<file path="src/rtl/adrv9001_tdd_seq.sv">
// rtl/adrv9001_tdd_seq.sv - multi-channel TDD sequencer and transmit data gate for the ADRV9001 SSI tx path
// Periodic frames via frame_len are compiled in only when ADRV9001_TDD_REPEAT_EN is defined.
module adrv9001_tdd_seq #(
  parameter int N_CH     = 2,
  parameter int CNT_W    = 32,
  parameter int DATA_W   = 32,
  parameter int PRESCALE = 2
) (
  input  logic                   clk,
  input  logic                   rstn,
  input  logic                   tdd_en,
  input  logic [CNT_W-1:0]       frame_len,
  input  logic [N_CH*CNT_W-1:0]  rf_on_cnt,
  input  logic [N_CH*CNT_W-1:0]  rf_off_cnt,
  input  logic [N_CH*CNT_W-1:0]  ssi_on_cnt,
  input  logic [N_CH*CNT_W-1:0]  ssi_off_cnt,
  input  logic [N_CH-1:0]        data_src,
  input  logic [N_CH*DATA_W-1:0] tdata,
  input  logic [N_CH*DATA_W-1:0] s_axis_tdata,
  input  logic [N_CH-1:0]        s_axis_tvalid,
  output logic [N_CH-1:0]        s_axis_tready,
  output logic [N_CH*DATA_W-1:0] m_tdata,
  input  logic [N_CH-1:0]        m_tready,
  output logic [N_CH-1:0]        enable,
  output logic [N_CH-1:0]        ssi_rst,
  output logic [CNT_W-1:0]       cnt,
  output logic                   frame_done,
  output logic [N_CH-1:0]        underflow,
  input  logic                   underflow_clr
);

  localparam int PS_W = (PRESCALE > 1) ? $clog2(PRESCALE) : 1;
  localparam logic [PS_W-1:0] PS_LAST = PS_W'(PRESCALE - 1);
  localparam logic [CNT_W-1:0] CNT_MAX = '1;

  logic [PS_W-1:0]  ps_q, ps_d;
  logic [CNT_W-1:0] cnt_q, cnt_d;
  logic             frame_done_q, frame_done_d;
  logic [N_CH-1:0]  enable_q, enable_d;
  logic [N_CH-1:0]  ssi_rst_q, ssi_rst_d;
  logic [N_CH-1:0]  underflow_q, underflow_d;
  logic             tick;

`ifndef ADRV9001_TDD_REPEAT_EN
  logic unused_frame_len;
  assign unused_frame_len = ^frame_len;
`endif

  always_comb begin
    tick         = (ps_q == PS_LAST);
    ps_d         = ps_q;
    cnt_d        = cnt_q;
    frame_done_d = 1'b0;
    if (!tdd_en) begin
      ps_d  = '0;
      cnt_d = '0;
    end else begin
      ps_d = tick ? '0 : ps_q + 1'b1;
      if (tick) begin
`ifdef ADRV9001_TDD_REPEAT_EN
        // Wrap reloads 1 so a running frame never shows the idle value 0.
        if ((frame_len != '0) && (cnt_q == frame_len)) begin
          cnt_d        = CNT_W'(1);
          frame_done_d = 1'b1;
        end else
`endif
        if (cnt_q != CNT_MAX) begin
          cnt_d = cnt_q + 1'b1;
        end
      end
    end
    for (int i = 0; i < N_CH; i++) begin
      enable_d[i]    = (rf_on_cnt[i*CNT_W +: CNT_W] < cnt_q) &&
                       (cnt_q <= rf_off_cnt[i*CNT_W +: CNT_W]);
      ssi_rst_d[i]   = !((ssi_on_cnt[i*CNT_W +: CNT_W] < cnt_q) &&
                         (cnt_q <= ssi_off_cnt[i*CNT_W +: CNT_W]));
      // A new underflow outranks a coincident clear.
      underflow_d[i] = (underflow_q[i] & ~underflow_clr) |
                       (s_axis_tready[i] & ~s_axis_tvalid[i]);
    end
  end

  always_ff @(posedge clk or negedge rstn) begin
    if (!rstn) begin
      ps_q         <= '0;
      cnt_q        <= '0;
      frame_done_q <= 1'b0;
      enable_q     <= '0;
      ssi_rst_q    <= '1;
      underflow_q  <= '0;
    end else begin
      ps_q         <= ps_d;
      cnt_q        <= cnt_d;
      frame_done_q <= frame_done_d;
      enable_q     <= enable_d;
      ssi_rst_q    <= ssi_rst_d;
      underflow_q  <= underflow_d;
    end
  end

  always_comb begin
    for (int i = 0; i < N_CH; i++) begin
      m_tdata[i*DATA_W +: DATA_W] = data_src[i] ? tdata[i*DATA_W +: DATA_W]
                                                : s_axis_tdata[i*DATA_W +: DATA_W];
    end
  end

  assign s_axis_tready = m_tready & ~ssi_rst_q & ~data_src;
  assign enable        = enable_q;
  assign ssi_rst       = ssi_rst_q;
  assign cnt           = cnt_q;
  assign frame_done    = frame_done_q;
  assign underflow     = underflow_q;

endmodule

</file>
<file path="config.mk">
export PLATFORM = sky130hd
export DESIGN_NAME = adrv9001_tdd_seq
export DESIGN_NICKNAME = d
export VERILOG_FILES = /design/src/rtl/adrv9001_tdd_seq.sv
export SDC_FILE = /design/constraint.sdc
export NUM_CORES = 1
export LEC_CHECK = 0
export CAP_MARGIN = 30
export CORE_AREA = 2 2 208 210
export DETAILED_ROUTE_END_ITERATION = 7
export DIE_AREA = 0 0 210 212
export SLEW_MARGIN = 20
export SYNTH_ARGS = -nofsm -noshare
export SYNTH_HDL_FRONTEND = slang
export SYNTH_SLANG_ARGS = --single-unit
</file>
<file path="constraint.sdc">
create_clock -name clk -period 2.1 [get_ports clk]
set_input_delay 0.315 -clock clk [delete_from_list [all_inputs] [get_ports clk]]
set_output_delay 0.315 -clock clk [all_outputs]
set_load 0.01 [all_outputs]
</file>
# Yosys cells after proc, flatten, opt, wreduce, memory -nomap -nowiden
# Cells that the tools add are included.
[op_classes] n_addsub=2 order_cmp=8 eq_ne=3 n_mux=7 bitwise=13 n_reduce_logical=7
[op_table] op="2-to-1 mux 32 bit" count=5
[op_table] op="<= comparator 32 bit" count=4
[op_table] op="less-than comparator 32 bit" count=4
[op_table] op="adder 32 x 1 -> 32 bit (second input constant)" count=1
[op_table] op="inequality test 32 bit (second input constant)" count=1
[op_table] op="AND 1 bit" count=4
[op_table] op="AND 2 bit" count=2
[op_table] op="logical AND 1 bit" count=4
[op_table] op="inequality test 2 x 1 -> 1 bit (second input constant)" count=2
[op_table] op="NOT 2 bit" count=2
[op_table] op="NOT 1 bit" count=3
[op_table] op="logical NOT 1 bit" count=2
[op_table] op="2-to-1 mux 1 bit" count=2
[op_table] op="bitwise OR 1 bit" count=2
[op_table] op="AND reduction 2 bit" count=1
[op_table] op="adder 1 bit (second input constant)" count=1
[word_totals] regBits=39 inputBits=426 out_inout_bits=105 elab_cells=45

# Depth between registers and ports, before layout
# Gate-level depths: netlist of the first run.
[logic_depth] word_depth=5 depth_mapped=9

# Worst setup path after synthesis of the first run
# Ideal clock, no wire load.
[synth_timing] path_kind="register to register" start="reg cnt_q[1] (netlist: cnt[1])" end="reg cnt_q[17] (netlist: cnt[17])" arrival_ns=2.087 slack_ns=-0.106 stages_incl_launch_ff=9 n_path_buf=1 period_less_slack_ns=2.206 cell_sequence="dfrtp_1 > ha_1 > and3_2 > nand3_1 > or4_1 > buf_2 > nand4_1 > xnor2_1 > and2_1"
[synth_between] elab_chain_len=4 elab_cells_between_ends=7
[synth_lines] element="from (decl)" line_no="37" text="logic [CNT_W-1:0] cnt_q, cnt_d;"
[synth_lines] element="from (signal assigned)" line_no="93" text="cnt_q <= cnt_d;"
[synth_lines] element="adder 32 x 1 -> 32 bit" line_no="68" text="cnt_d = cnt_q + 1'b1;"
[synth_lines] element="2-to-1 mux 32 bit" line_no="67" text="if (cnt_q != CNT_MAX) begin"
[synth_lines] element="2-to-1 mux 32 bit" line_no="59" text="if (tick) begin"
[synth_lines] element="2-to-1 mux 32 bit" line_no="54" text="if (!tdd_en) begin"
# Parallel ways exist; a longest one is shown, timed or not. The select of a mux whose other input is x is not followed.
# A chain may end at the register's enable or synchronous reset.

# Final worst setup path of the first run
[layout_timing] start="reg cnt_q[7] (netlist: cnt[7])" end="reg ssi_rst_q[1] (netlist: ssi_rst[1])"
[layout_between] elab_chain_len=3 elab_cells_between_ends=4
[layout_lines] element="less-than comparator 32 bit or <= comparator 32 bit (tied branches)" line_no="75, 76"
[layout_lines] element="logical AND 1 bit (*)" line_no="75" text="ssi_rst_d[i] = !((ssi_on_cnt[i*CNT_W +: CNT_W] < cnt_q) &&"
[layout_lines] element="logical NOT 1 bit (*)" line_no="75"
[layout_lines] element="via ssi_rst_d[1]" line_no="40" text="logic [N_CH-1:0] ssi_rst_q, ssi_rst_d;"
[layout_lines] element="to (signal assigned)" line_no="96" text="ssi_rst_q <= ssi_rst_d;"
[layout_lines] element="to (decl)" line_no="40"
# The timed path passes the listed nets; every way through them passes the cells marked *.

==> results.json, run 1 <==
{
  "setup_viol": 16,
  "fin_crit_ns": 2.38,
  "finalCritPeriodShare_pct": 113,
  "antenna_found_initial": 5,
  "pin_count": 531,
  "io_buffers": 497,
  "power.density_nw_per_um2": 207,
  "cts-buffers-inserted": 5,
  "async_reset_ff_share_pct": 100,
  "grt_pass1_vias": 11000,
  "max_slew_margin_pct": 59.2,
  "drive_gt1_share_pct": 25.9,
  "die-area_um2": 44500,
  "clock-sinks": 39,
  "combPwrFrac_pct": 55.7,
  "start_util_pct": 20.5,
  "via_count": 11000,
  "ant_nets": 0,
  "fp.dieW_um": 210,
  "worstMarginPinSlew_ns": 0.612,
  "final-max-slew-violation-count": 0,
  "dp_hpwl_um": 39800,
  "place_congestion": 0.903,
  "overflow": 0,
  "p_switching_uw": 1120,
  "die_h_um": 212,
  "cts_root_buf": "clkbuf_16",
  "fin_ws_ns": -0.275,
  "holdWs_ns": 0.0891,
  "internal_power_uw": 2470,
  "place_ws_ns": -0.735,
  "ir_drop_v": 0.000278,
  "synth-seq-cells": 39,
  "clkSlewWorstSetupHoldPaths_ns": 0.07,
  "syn_nets": 1743,
  "via_per_inst": 4.65,
  "path_max_fanout": 7,
  "wl_per_cell_um": 19.5,
  "insertion_delay_ns": 0.30,
  "clk_path_buf_depth": 2,
  "p_seq_share_pct": 21.7,
  "fmax_mhz": 421,
  "yosys.cell_types.count": 62,
  "hold_buffers": 0,
  "rows": 76,
  "syn_avg_cell_area_um2": 8.21,
  "grt_setup_unrepaired": "true",
  "yosysSeqAreaShare_pct": 11.2,
  "track_usage_pct": 19.3,
  "syn2layout_area_growth_pct": 98.7,
  "coreArea_um2": 42500,
  "grt_start_max_net_pins": 40,
  "syn_area_um2": 8730,
  "n_fill_cell": 4255,
  "synth_flop_cell": "dfrtp_1",
  "critPathLaunchType": "register",
  "hold_class": "input port to async pin",
  "mostFrequentLayoutCell": "clkdlybuf4s50_1",
  "cts_tree": "done",
  "p_sw_share_pct": 31.3,
  "nets": 2491,
  "yosysWarnings": 0,
  "drtIter0Drc": 425,
  "critPathRequiredTime_ns": 2.31,
  "synth_edf_count": 0,
  "maxCapViolCount": 0,
  "clkPwrFrac_pct": 22.6,
  "worstPathArrival_ns": 2.59,
  "leakage_uw": 0.00779,
  "finalHoldViolCount": 0,
  "violations": "negative setup slack",
  "finalWirelength_um": 46000,
  "crit_type": "register to register",
  "status": "finished with violations",
  "mostFrequentLayoutCells": "clkdlybuf4s50_1 (478), ha_1 (235), buf_4 (228)",
  "synth_cells": 1064,
  "dr.pass1.iters": 4,
  "diodes": 0,
  "critPathCaptureType": "register",
  "grt_first_pass_wirelength_um": 65200,
  "finClkSkew_ns": 0.0124,
  "drc": 0,
  "htreeDepth": 2
}
## metal layers
layer	GRT usage, %	vias to the layer above	routed length [µm]
met5	0	-	52
met4	2.84	8	644
met3	3.06	49	2300
met2	33.8	332	22300
met1	25.5	5160	20700
li1	-	5412	-
## path summary, 6_finish.rpt
path	slack [ns]	cells past startpoint	to	startpoint
worst min register to register	0.51	1	underflow[0]	underflow[0]
worst max-delay path	-0.28	9	ssi_rst[1]	cnt[7]
min in group clk	0.51	1	underflow[0]	underflow[0]
max in group asynchronous	1.54	2	cnt[24]	rstn
worst min-delay path	0.09	2	cnt[2]	rstn
worst max register to register	-0.28	9	ssi_rst[1]	cnt[7]
## cells in the mapped netlist, types with 3 or more instances
| master | count | area (µm²) |
|---|---|---|
| a2111oi_0 | 10 | 87.6 |
| a211oi_1 | 5 | 37.5 |
| a21boi_0 | 6 | 45.0 |
| a21o_1 | 20 | 150 |
| a21oi_1 | 97 | 485 |
| a221o_1 | 3 | 30.0 |
| a221oi_1 | 6 | 52.6 |
| and2_1 | 25 | 156 |
| and3_1 | 3 | 18.8 |
| and3_2 | 4 | 30.0 |
| and4_1 | 6 | 52.6 |
| clkbuf_1 | 12 | 45.0 |
| dfrtp_1 | 37 | 926 |
| ha_1 | 253 | 3170 |
| inv_1 | 162 | 608 |
| mux2_2 | 64 | 721 |
| nand2_1 | 61 | 229 |
| nand2b_1 | 6 | 37.5 |
| nand3_1 | 40 | 200 |
| nand3_2 | 4 | 40.0 |
| nand4_1 | 55 | 344 |
| nor2_1 | 25 | 93.8 |
| nor2b_1 | 7 | 43.8 |
| nor3_1 | 18 | 90.1 |
| nor3b_1 | 6 | 45.0 |
| nor4_1 | 15 | 93.8 |
| o211ai_1 | 9 | 67.6 |
| o21a_1 | 4 | 30.0 |
| o21ai_0 | 27 | 135 |
| o311ai_1 | 3 | 26.3 |
| or3_1 | 5 | 31.3 |
| or4_1 | 4 | 30.0 |
| xnor2_1 | 24 | 210 |
## cell type report
| cell class | count | area [µm²] | area share, % |
|---|---|---|---|
| multi-input combinational | 843 | 7760 | 44.8 |
| clock buffer | 5 | 125 | 0.721 |
| sequential | 39 | 1000 | 5.77 |
| inverter | 164 | 631 | 3.64 |
| tap | 546 | 683 | 3.94 |
| clock inverter | 3 | 20.0 | 0.115 |
| timing repair buffer | 759 | 7120 | 41.0 |
## registers in the layout, summed over array words and instances (netlist names)
name and count:
ssi_rst 2, cnt 32, enable 2, underflow 2, ps_q 1
## timing repair
action,CTS,global route
gates resized for setup,92,100
setup buffers,18,29
pin swaps,26,42
gates cloned,0,1
endpoints found under the hold margin,0,0
setup endpoints to repair,97,34
## power groups by stage
stage	clock [µW]	sequential, µW	combinational (µW)
6_report	812	778	2000
5_1_grt	879	780	2170
4_1_cts	857	779	1970
3_5_place_dp	0	794	1910
3_3_place_gp	0	795	1870
2_1_floorplan	0	794	626
## kinds of logic (layout without fill, tap and decap cells)
family	Yosys count	in the layout	share of synthesized area, %
adder cells (fa/ha/maj)	253	253	36.3
AND/OR/NAND/NOR	296	296	19.1
AO/OA/AOI/OAI	205	205	14.7
other	1	1	0.0430
buffers and inverters	182	931	8.11
XOR/XNOR	24	24	2.41
flip-flops	39	39	11.2
multiplexers	64	64	8.25
## stage by stage
stage	total power [µW]	TNS, ns	instances	area, µm²	utilization, %
3_5_place_dp	2700	-16.95	2309	16000	37.7
5_1_grt	3830	-4.74	2359	17300	40.8
6_report	3590	-2.41	2359	17300	40.8
3_3_place_gp	2670	-17.21	2308	16000	37.7
4_1_cts	3610	-4.30	2332	16600	39.1
2_1_floorplan	1420	0	1064	8750	-
## critical path, stage by stage, from the launching register on
cell and delay, ns:
dfrtp_2 0.43, buf_8 0.15, ha_4 0.27, nand4_1 0.23
nor4_2 0.37, buf_4 0.18, and3b_1 0.19, o221ai_2 0.10
nor3_2 0.23, o311ai_2 0.13
Note: power is estimated with default switching activity, not from simulation.
==> run 2: changes to the inputs <==
- ABC_AREA: not set -> 1
- CORE_AREA: 2 2 208 210 -> 2 2 204 206
- DIE_AREA: 0 0 210 212 -> 0 0 206 208
- DONT_BUFFER_PORTS: not set -> 1
- GPL_ROUTABILITY_DRIVEN: not set -> 1
==> results.json, run 2 <==
{
  "status": "finished, final reports clean",
  "synth_edf_count": 0,
  "wl_per_cell_um": 21.8,
  "cts_tree": "done",
  "io_buffers": 0,
  "cts_root_buf": "clkbuf_16",
  "insertion_delay_ns": 0.31,
  "n_fill_cell": 4461,
  "die-area_um2": 42800,
  "finalHoldViolCount": 0,
  "via_per_inst": 4.76,
  "synth_common_cells": "nand2_1 (508), ha_1 (253), inv_1 (210)",
  "place_congestion": 0.939,
  "grt_first_pass_wirelength_um": 64300,
  "nets": 2265,
  "mostFrequentLayoutCells": "nand2_1 (506), ha_1 (251), inv_1 (204)",
  "yosys-mux-area-fraction_pct": 0,
  "synth_flop_cell": "dfrtp_1",
  "rows": 74,
  "fin_cells": 2129,
  "clock-sinks": 39,
  "syn_area_um2": 9500,
  "clk_path_buf_depth": 2,
  "critPathRequiredTime_ns": 2.34,
  "fp.dieW_um": 206,
  "critPathLaunchType": "register",
  "place_ws_ns": -0.292,
  "synth-seq-cells": 39,
  "yosysTopAreaCell": "ha_1",
  "dr.pass1.iters": 5,
  "drtIter0Drc": 571,
  "syn_nets": 2184,
  "grt_pass1_vias": 10000,
  "yosysMostFrequentCell": "nand2_1",
  "yosysTopAreaCellShare_pct": 33.3,
  "worstPathArrival_ns": 2.29,
  "ys_top_cells_by_area": "ha_1 (33%), nand2_1 (20%), dfrtp_1 (9.7%), inv_1 (8.3%), a21oi_1 (6.3%)",
  "fin_ws_ns": 0.0525,
  "yosysSeqAreaShare_pct": 10.3,
  "clkSlewWorstSetupHoldPaths_ns": 0.07,
  "finalWirelength_um": 46400,
  "stdcell_area_um2": 11200,
  "largest_register_ffs": 32,
  "drive_gt1_share_pct": 12.0,
  "overflow": 0,
  "grt_start_max_net_pins": 40,
  "dp_hpwl_um": 41000,
  "synthAdderAreaFrac_pct": 33.3,
  "finalSetupTns_ns": 0,
  "setup_viol": 0,
  "drc": 0,
  "synth_cells": 1505,
  "maxCapViolCount": 0,
  "track_usage_pct": 20.9,
  "mostFrequentLayoutCell": "nand2_1",
  "power.density_nw_per_um2": 243,
  "coreArea_um2": 40600,
  "dp.cells": 2103,
  "antenna_found_initial": 11,
  "hold_class": "input port to register",
  "place_area_um2": 10800,
  "synth_compound_area_share_pct": 12.0,
  "finalCritPeriodShare_pct": 97.5,
  "ir_drop_v": 0.000259,
  "ant_nets": 0,
  "finClkSkew_ns": 0.0142,
  "start_util_pct": 23.4,
  "cts-buffers-inserted": 5,
  "grt_setup_unrepaired": "true",
  "syn2layout_area_growth_pct": 17.6,
  "syn_avg_cell_area_um2": 6.32,
  "synthSimpleGateAreaFrac_pct": 33.3,
  "die_h_um": 208,
  "fmax_mhz": 488,
  "synth_top_family_by_area": "adder cells",
  "async_reset_ff_share_pct": 100,
  "htreeDepth": 2,
  "path_max_fanout": 5,
  "yosysWarnings": 0,
  "via_count": 10100,
  "critPathCaptureType": "register",
  "fin_crit_ns": 2.05,
  "yosys.cell_types.count": 43,
  "leakage_uw": 0.00604,
  "pin_count": 531,
  "crit_type": "register to register",
  "final-max-slew-violation-count": 0,
  "synth_xor_area_share_pct": 0.829
}
==> run 2: cell count changes after synthesis, sizes merged, moves of 15 or more <==
cell	previous run	this run
a21o	20	5
a21oi	97	119
and2	25	2
inv	164	216
mux2	64	0
nand2	61	524
nand3	44	60
nand4	55	21
nor2	25	113
nor4	17	1
o21ai	27	59
xnor2	24	0
==> run 2: final cells by class <==
class,instances,area [µm²],area share (%)
multi-input cells,1224,7640,68.3
clock buffers,6,139,1.24
clock inverters,2,16.3,0.145
inverters,217,828,7.41
well taps,532,666,5.95
flip-flops and latches,39,992,8.87
diodes,10,25.0,0.224
repair buffers,99,877,7.84
==> run 2: kinds of logic (layout without fill, tap and decap cells) <==
kind of cell / after synthesis / after routing
other: 1 / 11
AND/OR/NAND/NOR: 758 / 758
adder cells (fa/ha/maj): 253 / 253
flip-flops: 39 / 39
XOR/XNOR: 9 / 9
AO/OA/AOI/OAI: 203 / 203
buffers and inverters: 242 / 324
==> run 2: worst paths after layout <==
kind	startpoint	to	slack, ns	depth (start not counted)
setup / recovery	cnt[30]	ssi_rst[1]	0.05	10
hold / removal	underflow_clr	underflow[1]	0.11	1
setup reg to reg	cnt[30]	ssi_rst[1]	0.05	10
hold reg to reg	ps_q	ps_q	0.42	1
max in group asynchronous	rstn	ssi_rst[1]	1.24	2
min in group asynchronous	rstn	underflow[0]	0.59	2
==> run 2: stage by stage <==
stage	hold WS [ns]	total power [µW]	util, %
floorplan	0.0194	1590	-
global placement	0.0290	1810	26.6
detailed placement	0.0294	1850	26.6
CTS	0.0886	2770	27.1
global route	0.0996	2970	27.6
finish	0.112	2720	27.6
==> run 2: timing repair <==
| item | in CTS | in global routing |
|---|---|---|
| setup buffers | 0 | 6 |
| pin swaps | 0 | 14 |
| endpoints found under the hold margin | 39 | 0 |
| resized for setup | 10 | 31 |
| hold buffers | 2 | 0 |
| endpoints found under the setup margin | 16 | 17 |
==> run 2: per-layer routing <==
| layer | global-route usage (%) | part of all wire [%] | vias up |
|---|---|---|---|
| met5 | 0 | 0 | - |
| met4 | 7.96 | 2.3 | 0 |
| met3 | 4.48 | 6.6 | 33 |
| met2 | 39.2 | 53 | 388 |
| met1 | 22.5 | 38 | 4624 |
| li1 | - | - | 5096 |
==> run 2: report_power, final <==
group / switching (µW) / leakage (µW) / internal (µW) / total [µW]
clock: 376 / 0.0000731 / 476 / 852
sequential: 25.9 / 0.000516 / 771 / 797
combinational: 684 / 0.00545 / 385 / 1070
total: 1090 / 0.00604 / 1630 / 2720
==> run 2: critical path: stages, from the launching register on <==
cell and delay [ns]:
dfrtp_1 0.45, buf_6 0.18, ha_1 0.27, nand2_1 0.06, nor2_1 0.15, nand2_1 0.14
nor4_4 0.22, buf_4 0.18, nand4_1 0.16, nand2_1 0.12, nand2_1 0.06
